[src/rtl/ram_pkg.sv]
// Shared definitions for the RAM access controller: operation codes and FSM state type.
package ram_pkg;

    localparam logic READ  = 1'b0;
    localparam logic WRITE = 1'b1;

    typedef enum logic [2:0] {
        IDLE,
        SETUP,
        STROBE,
        CAPTURE,
        RESP
    } state_t;

endpackage

[src/rtl/ram_access_ctrl.sv]
// Request/response front end that sequences one strobed access to an external RAM per request.
// Optional address bounds checking is enabled by defining RAM_CTRL_BOUNDS_EN.
module ram_access_ctrl
    import ram_pkg::*;
#(
    parameter int WORD_SIZE   = 20,
    parameter int WORD_AMOUNT = 30,
    localparam int AW         = $clog2(WORD_AMOUNT) + 1
) (
    input  logic                 clk,
    input  logic                 rst,
    input  logic                 req_valid,
    output logic                 req_ready,
    input  logic                 req_op,
    input  logic [AW-1:0]        req_addr,
    input  logic [WORD_SIZE-1:0] req_wdata,
    output logic                 resp_valid,
    input  logic                 resp_ready,
    output logic [WORD_SIZE-1:0] resp_rdata,
    output logic                 resp_err,
    output logic [AW-1:0]        ram_address,
    output logic                 ram_select,
    output logic                 ram_operation,
    output logic [WORD_SIZE-1:0] ram_wdata,
    input  logic [WORD_SIZE-1:0] ram_rdata
);

    state_t                 state_q, state_d;
    logic                   req_ready_d;
    logic                   resp_valid_d;
    logic [WORD_SIZE-1:0]   resp_rdata_d;
    logic                   resp_err_d;
    logic [AW-1:0]          ram_address_d;
    logic                   ram_select_d;
    logic                   ram_operation_d;
    logic [WORD_SIZE-1:0]   ram_wdata_d;

    // Every output is computed one cycle ahead so it can leave the block straight from a flop.
    always_comb begin
        state_d         = state_q;
        req_ready_d     = req_ready;
        resp_valid_d    = resp_valid;
        resp_rdata_d    = resp_rdata;
        resp_err_d      = resp_err;
        ram_address_d   = ram_address;
        ram_select_d    = 1'b0;
        ram_operation_d = ram_operation;
        ram_wdata_d     = ram_wdata;

        case (state_q)
            IDLE: begin
                if (req_valid) begin
                    req_ready_d = 1'b0;
`ifdef RAM_CTRL_BOUNDS_EN
                    // Out-of-range requests never touch the RAM; the response is raised one cycle later in RESP.
                    if (req_addr >= AW'(WORD_AMOUNT)) begin
                        state_d      = RESP;
                        resp_err_d   = 1'b1;
                        resp_rdata_d = '0;
                    end else
`endif
                    begin
                        state_d         = SETUP;
                        ram_address_d   = req_addr;
                        ram_operation_d = req_op;
                        ram_wdata_d     = req_wdata;
                    end
                end
            end
            SETUP: begin
                state_d      = STROBE;
                ram_select_d = 1'b1;
            end
            STROBE: begin
                state_d = CAPTURE;
            end
            CAPTURE: begin
                state_d      = RESP;
                resp_valid_d = 1'b1;
                resp_err_d   = 1'b0;
                resp_rdata_d = (ram_operation == READ) ? ram_rdata : '0;
            end
            RESP: begin
                if (!resp_valid) begin
                    resp_valid_d = 1'b1;
                end else if (resp_ready) begin
                    resp_valid_d = 1'b0;
                    req_ready_d  = 1'b1;
                    state_d      = IDLE;
                end
            end
            default: begin
                state_d     = IDLE;
                req_ready_d = 1'b1;
            end
        endcase
    end

    always_ff @(posedge clk) begin
        if (rst) begin
            state_q       <= IDLE;
            req_ready     <= 1'b1;
            resp_valid    <= 1'b0;
            resp_rdata    <= '0;
            resp_err      <= 1'b0;
            ram_address   <= '0;
            ram_select    <= 1'b0;
            ram_operation <= 1'b0;
            ram_wdata     <= '0;
        end else begin
            state_q       <= state_d;
            req_ready     <= req_ready_d;
            resp_valid    <= resp_valid_d;
            resp_rdata    <= resp_rdata_d;
            resp_err      <= resp_err_d;
            ram_address   <= ram_address_d;
            ram_select    <= ram_select_d;
            ram_operation <= ram_operation_d;
            ram_wdata     <= ram_wdata_d;
        end
    end

endmodule

[config.mk]
export PLATFORM = sky130hd
export DESIGN_NAME = ram_access_ctrl
export DESIGN_NICKNAME = d
export VERILOG_FILES = /design/src/rtl/ram_pkg.sv /design/src/rtl/ram_access_ctrl.sv
export SDC_FILE = /design/constraint.sdc
export NUM_CORES = 1
export LEC_CHECK = 0
export CORE_MARGIN = 4
export CORE_UTILIZATION = 37
export CTS_BUF_LIST = sky130_fd_sc_hd__clkbuf_8
export DETAILED_ROUTE_END_ITERATION = 10
export PLACE_DENSITY = 0.75
export SYNTH_ARGS = -nofsm -noshare
export SYNTH_HDL_FRONTEND = slang
export SYNTH_SLANG_ARGS = --single-unit
[constraint.sdc]
create_clock -name clk -period 1.35 [get_ports clk]
set_clock_uncertainty 0.05 [all_clocks]
set_input_delay 0.405 -clock clk [delete_from_list [all_inputs] [get_ports clk]]
set_output_delay 0.405 -clock clk [all_outputs]
set_load 0.01 [all_outputs]
---- After elaboration in Yosys (flattened, before gate mapping) ----
Index checks and enable logic that the tools add are counted.
word-level totals
  flip-flop bits (word level) ............. 53
  output and inout bits ................... 51
  logic and storage cells ................. 35
cells by class
  equality and inequality tests ........... 7
  muxes and demuxes ....................... 13
  bitwise gates (word level) .............. 1
  reduce and logical (&&, ||, !) cells .... 6
operators with widths
  cell                                                             count
  20-bit two-way mux                                               1
  3-bit one-hot mux with 5 select lines                            1
  3-bit two-way mux                                                3
  3-bit by 2-bit == test with 1-bit output, second input constant  2
  1-bit two-way mux                                                6
  2-bit inequality test, second input constant                     3
  4-bit AND reduction                                              1
  3-bit by 1-bit == test with 1-bit output, second input constant  1
  3-bit == test, second input constant                             1
  3-bit zero test                                                  1
  1-bit one-hot mux with 3 select lines                            1
  3-bit AND reduction                                              1
  3-bit OR reduction                                               1
  1-bit one-hot mux with 2 select lines                            1
  2-bit AND reduction                                              1
  2-bit nonzero test                                               1
  1-bit inverter                                                   1

---- Logic depth before layout (Yosys ltp) ----
  word-level depth ........................ 4
  depth in mapped cells ................... 6
  depth with buffers taken out ............ 3

---- Worst setup path after synthesis ----
OpenSTA, ideal clock, no wires.
  path kind ............................... register to register
  start ................................... register state_q[0]
  end ..................................... register ram_address[0]
  arrival ................................. 1292 ps
  data required time ...................... 1168 ps
  setup slack ............................. -124 ps
  cell stages (with the launch flop) ...... 7
  clock period less this slack ............ 1474 ps
  cell sequence ........................... dfxtp_1 -> buf_6 -> or4b_4 -> buf_6 -> buf_8 -> nand2_1 -> a21oi_1
between the ends
  word-level cells in the longest chain between the ends .. 2
ends and longest elaborated chain
  what                           line                    source
  start, declared                ram_access_ctrl.sv:28   state_t state_q, state_d;
  start signal, assigned         ram_access_ctrl.sv:111  state_q <= state_d;
  3-bit zero test                ram_access_ctrl.sv:50   case (state_q)
  2-bit AND reduction (no line)  n/a
  end signal, assigned           ram_access_ctrl.sv:116  ram_address <= ram_address_d;
  end, declared                  ram_access_ctrl.sv:21   output logic [AW-1:0] ram_address,
No other way between the ends.
A chain may end at the register's enable or synchronous reset.

---- Worst setup path after layout ----
  start ................................... register state_q[2]
  end ..................................... register ram_wdata[9]
between the ends
  word-level cells in the longest chain between the ends .. 2
ends and longest elaborated chain
  what                           line                    source
  3-bit zero test                ram_access_ctrl.sv:50
  2-bit AND reduction (no line)  n/a
  end signal, assigned           ram_access_ctrl.sv:119  ram_wdata <= ram_wdata_d;
  end, declared                  ram_access_ctrl.sv:24   output logic [WORD_SIZE-1:0] ram_wdata,
No other way between the ends.

==> impl_metrics.ini <==
[run_status]
status = complete, but fails checks
violations = setup timing

[place]
dpl_cell_area_um2 = 3112
gp_congestion = 0.6828
dp.cells = 401
portBuffers = 100
dpl_worst_slack_ns = -0.5867
dpl.hpwl_mm = 3.812

[cells_and_area]
layout.nets = 415
multiInputGateArea_um2 = 1142
insertedDiodeCount = 0
design_area_um2 = 3592
final_util = 0.6901
syn_to_final_growth_pct = 77.66
layout_commonest_cell = clkdlybuf4s50_1
final_cell_mix = clkdlybuf4s50_1, nand2_1, dfxtp_2
fin_cells = 435
fillers = 428
regArea_um2 = 1100
drive_above_1_share = 0.5288

[setup_path]
startpoint = state_q[2]
r2r-start = state_q[2]
required_ns = 1.50
critPathKind = reg -> reg
worstSetupStartpointType = flip-flop
cp_max_fo = 7
endpoint_kind = flip-flop
crit_arrival_ns = 1.61

[floorplanning]
die-area_um2 = 6712
die_height_um = 81.93
die_w_um = 81.93
fp-row-count = 26
ios = 102
core_um2 = 5205
start_util = 0.3885

[cts]
cts_hold_buf = 0
clkSinkCount = 53
cts_buffers = 5
cts_buffer_depth = 2
clkTransAtPathRegs_ns = 0.10
cts_tree = done
h-tree-depth = 2
insertion_delay_ns = 0.30
cts_root_buf = clkbuf_8

[global_routing]
antenna_found_initial = 0
track_usage = 0.1952
grt-ovfl-total = 0
grt_pass1_wl_mm = 9.963
grt_max_degree = 22
grt_pass1_vias = 1981

[route]
wl_per_cell_um = 15.99
firstDrtPassIters = 4
first_iter_violations = 64
drc = 0
drt-total-wl_mm = 6.954
avgViaCountPerCell = 4.926
antenna_left = 0
vias = 2143

[pwr]
peakVddDrop_uv = 508.2
finalPower_mw = 3.621
p_per_area_nw_per_um2 = 1008
p_leak_nw = 1.471

[yosys]
yosysWarnings = 0
netlist.top_cell.by_area = dfxtp_1
synth_area_leaders = dfxtp_1, nand2_1, a21oi_1, nand3b_1, buf_6
netlist-cell-type-count = 24
synth_flop_cell = dfxtp_1
syn_area_um2 = 2022
synth_top_area_frac = 0.5248
synth_seq_cells = 53
syn_inst = 235
synth_fp_nets = 286
avgSynthCellArea_um2 = 8.604
synth_edf_count = 0
seq_area_frac_synth = 0.5248
async_flop_share = 0

[timing]
holdWs_ns = 0.4035
setup_viol = 50
slew_violations = 0
fmax_mhz = 684.8
layout_setup_ws_ns = -0.1104
finalHoldViolCount = 0
layout_min_cycle_time_ns = 1.460
rsz0062_at_grt = yes
period_share = 1.082
finalSetupTns_ns = -4.135

[worst_hold_path]
hold_start = resp_rdata[0]
hp-class = reg -> reg

[job]
max-cap-violations = 0
==> report_power, final <==
| part | switching, mW | internal (mW) | total, mW |
|---|---|---|---|
| Clock | 0.517 | 0.359 | 0.876 |
| Sequential | 0.0667 | 1.67 | 1.74 |
| Combinational | 0.478 | 0.526 | 1.00 |
| Total | 1.06 | 2.56 | 3.62 |
==> final timing paths <==
| check | endpoint | slack, ns | cells past startpoint |
|---|---|---|---|
| worst max-delay path | ram_wdata[9] | -0.11 | 4 |
| worst min-delay path | resp_rdata[0] | 0.40 | 2 |
| worst max register to register | ram_wdata[9] | -0.11 | 4 |
| worst min register to register | resp_rdata[0] | 0.40 | 2 |
==> worst max-delay path: stages (launching register included) <==
cell and delay, ns:
dfxtp_4 0.36, buf_4 0.14, or4b_4 0.62, nand2_1 0.13
a21oi_2 0.06
==> layout make-up <==
cell class              count  share of cell area
well taps                  70             0.02438
multi-input cells         165              0.3180
repair buffers            139              0.3271
clock buffers               5             0.01916
flip-flops and latches     53              0.3062
clock inverters             3            0.005225
==> sequential cells by signal, summed over array words and instances (netlist names) <==
name           flops
resp_valid         1
ram_operation      1
ram_address        6
ram_select         1
req_ready          1
state_q            3
ram_wdata         20
resp_rdata        20
==> Yosys cell counts, types with 2 or more instances <==
library cell / instances
buf_6: 5
nor2_1: 3
buf_2: 3
a21oi_1: 48
nand3b_1: 21
nand2_1: 75
buf_8: 2
clkbuf_1: 10
dfxtp_1: 53
==> logic make-up (layout without fill, tap and decap cells) <==
family,after synthesis,in the layout,share of synthesized area
buf+inv,21,147,0.07240
xor+xnor,1,1,0.004332
compound gates,53,53,0.1380
flops,53,53,0.5248
simple gates,106,110,0.2587
other cells,1,1,0.001855
==> per-layer routing <==
| metal | up-vias | global-route usage | share of wire |
|---|---|---|---|
| met1 | 1004 | 0.2379 | 0.40 |
| li1 | 1057 | - | - |
| met5 | - | 0 | 0 |
| met3 | 7 | 0.05373 | 0.085 |
| met4 | 0 | 0.04485 | 0.0092 |
| met2 | 75 | 0.3401 | 0.50 |
==> what timing repair did <==
item / CTS / global route
endpoints found under the hold margin: 0 / 0
resized for setup: 157 / 140
endpoints found under the setup margin: 99 / 102
gates cloned: 7 / 1
buffers inserted: 16 / 7
pin swaps: 17 / 38
(Power assumes the default switching activity.)
==> patch, RTL diff (same flow settings) <==
Make the reset (`rst`) asynchronous in one clocked block.
--- a/src/rtl/ram_access_ctrl.sv
+++ b/src/rtl/ram_access_ctrl.sv
@@ -97,5 +97,5 @@
     end
 
-    always_ff @(posedge clk) begin
+    always_ff @(posedge clk or posedge rst) begin
         if (rst) begin
             state_q       <= IDLE;
Function: differs if rst is asserted again (counterexample within 4 cycles, from zero or initial values and one cycle with rst high); with rst held inactive, the same outputs for 10 cycles.
==> patch against the original RTL <==
- highest routed layer unchanged
- sequential share of layout area is 5.3 points higher
- wire length is 20% lower
- global-route usage is 4.7 points lower
- setup slack got worse by 48 ps
- final area grew 3.0%
- sequential cell count did not move
- the flow still finishes with violations (negative setup slack)
- largest cell class is now registers
- area after synthesis rose by 14%
Power is not compared: it rests on default switching activity, and its combinational part moved more than twofold at a synthesized area within 25%.
==> patch: results (changes against the original RTL) <==
| Parameter | This run | Unit | vs unedited |
|---|---|---|---|
| Run status | finished with violations | - | unchanged |
| Failing checks | negative setup slack | - | unchanged |
| Async SR Flop Fraction | 1.00 | - | was 0 |
| Number of unique standard cell types used by synthesis | 22 | - | was 24 |
| Most numerous cell types in the synthesized netlist | dfrtp_1, mux2_2, nor2b_1 | - | was nand2_1, dfxtp_1, a21oi_1 |
| Critical Path AT | 1650 | ps | was 1610 ps |
| Wire length of the first global-routing pass | 8630 | microns | was 9960 microns |
| Final instance count without filler cells | 363 | - | was 435 |
| Worst-case setup margin in the final layout | -159 | ps | was -110 ps |
| Synthesized net count | 201 | - | was 286 |
| Number of DRC markers in iteration 0 | 34 | - | was 64 |
| Fillers | 487 | - | was 428 |
| Avg Vias per Cell | 4.58 | - | was 4.93 |
| Top_reg_cell synth | dfrtp_1 | - | was dfxtp_1 |
| Pin count of the biggest net entering global routing | 28 | - | was 22 |
| Total number of nets in the final design | 338 | - | was 415 |
| Worst reg2reg startpoint | state_q[0]$_DFFE_PP0P_ | - | was state_q[2]$_SDFFE_PP0P_ |
| Hold path startpoint | ram_address[4]$_DFFE_PP0P_ | - | was resp_rdata[0]$_SDFFE_PP0P_ |
| Number of global-route vias before repair | 1738 | - | was 1981 |
| Slowest Stage Delay on Critical Path | 420 | ps | was 620 ps |
| CP max stage cell | dfrtp_1 | - | was or4b_4 |
| Fraction of final layout cells sized beyond drive strength 1 | 0.535 | - | was 0.529 |
| Routed WL | 5590 | microns | was 6950 microns |
| Weighted congestion at the end of routability-driven global placement | 0.716 | - | was 0.683 |
| Final count of negative-setup-slack endpoints | 50 | - | unchanged |
| All-Layer GR Usage | 0.149 | - | was 0.195 |
[patch: worst max-delay path, delay by kind of cell (launching register included)]
kind	cells	cell delay [ps]
buf+inv	2	310
flops	1	420
mux	1	300
simple gates	1	310
[patch: per-stage QoR]
step	setup WS, ps	power (mW)	utilization	area (sq um)	TNS, ps
after floorplan	-185	5.08	-	2400	-5300
after global placement	-625	6.77	0.582	3490	-17860
after detailed placement	-631	6.84	0.582	3490	-18030
after CTS	-186	8.18	0.608	3640	-6220
after global routing	-230	8.74	0.617	3700	-8910
final	-159	8.24	0.617	3700	-5930
[patch: routing by layer]
layer / global-route usage / vias up / part of all wire
li1: - / 776 / -
met5: 0 / - / 0
met1: 0.197 / 824 / 0.44
met2: 0.242 / 57 / 0.49
met3: 0.0416 / 4 / 0.069
met4: 0.0340 / 0 / 0.0075
[patch: cell type report]
type                       instances  area [sq um]  area share
clock buffer                       5          68.8      0.0186
clock inverter                     3          68.8      0.0186
inverter                           3          15.0     0.00406
multi-input combinational         82           951       0.257
sequential                        53          1330       0.359
tap                               75          93.8      0.0254
timing repair buffer             142          1170       0.317
[patch: path summary, 6_finish.rpt]
path                                              endpoint  slack, ps  cells past startpoint
worst max-delay path              ram_wdata[3]$_DFFE_PP0P_       -160                      4
worst min-delay path            ram_address[4]$_DFFE_PP0P_        460                      1
worst max register to register    ram_wdata[3]$_DFFE_PP0P_       -160                      4
worst min register to register  ram_address[4]$_DFFE_PP0P_        460                      1
max in group asynchronous            req_ready$_DFFE_PP1P_        530                      3
min in group asynchronous       ram_address[4]$_DFFE_PP0P_        490                      3
[patch: logic make-up after synthesis]
logic type / after synthesis / synth area share
DFF: 53 / 0.574
muxes: 47 / 0.260
and+or+nand+nor: 29 / 0.0865
buffers and inverters: 15 / 0.0600
AOI/OAI and AO/OA: 4 / 0.0146
xor gates and xnor gates: 1 / 0.00379
other: 1 / 0.00162
[patch: repair_timing]
item | CTS | global route
setup endpoints to repair | 98 | 52
cloned | 2 | 1
buffers inserted | 25 | 3
hold buffers | 0 | 0
resized for setup | 221 | 7
pin swaps | 2 | 3
hold endpoints to repair | 0 | 0
[patch: power by group]
| part | switching (mW) | internal, mW |
|---|---|---|
| combinational | 1.61 | 2.65 |
| sequential | 0.385 | 2.33 |
| clock | 0.524 | 0.746 |
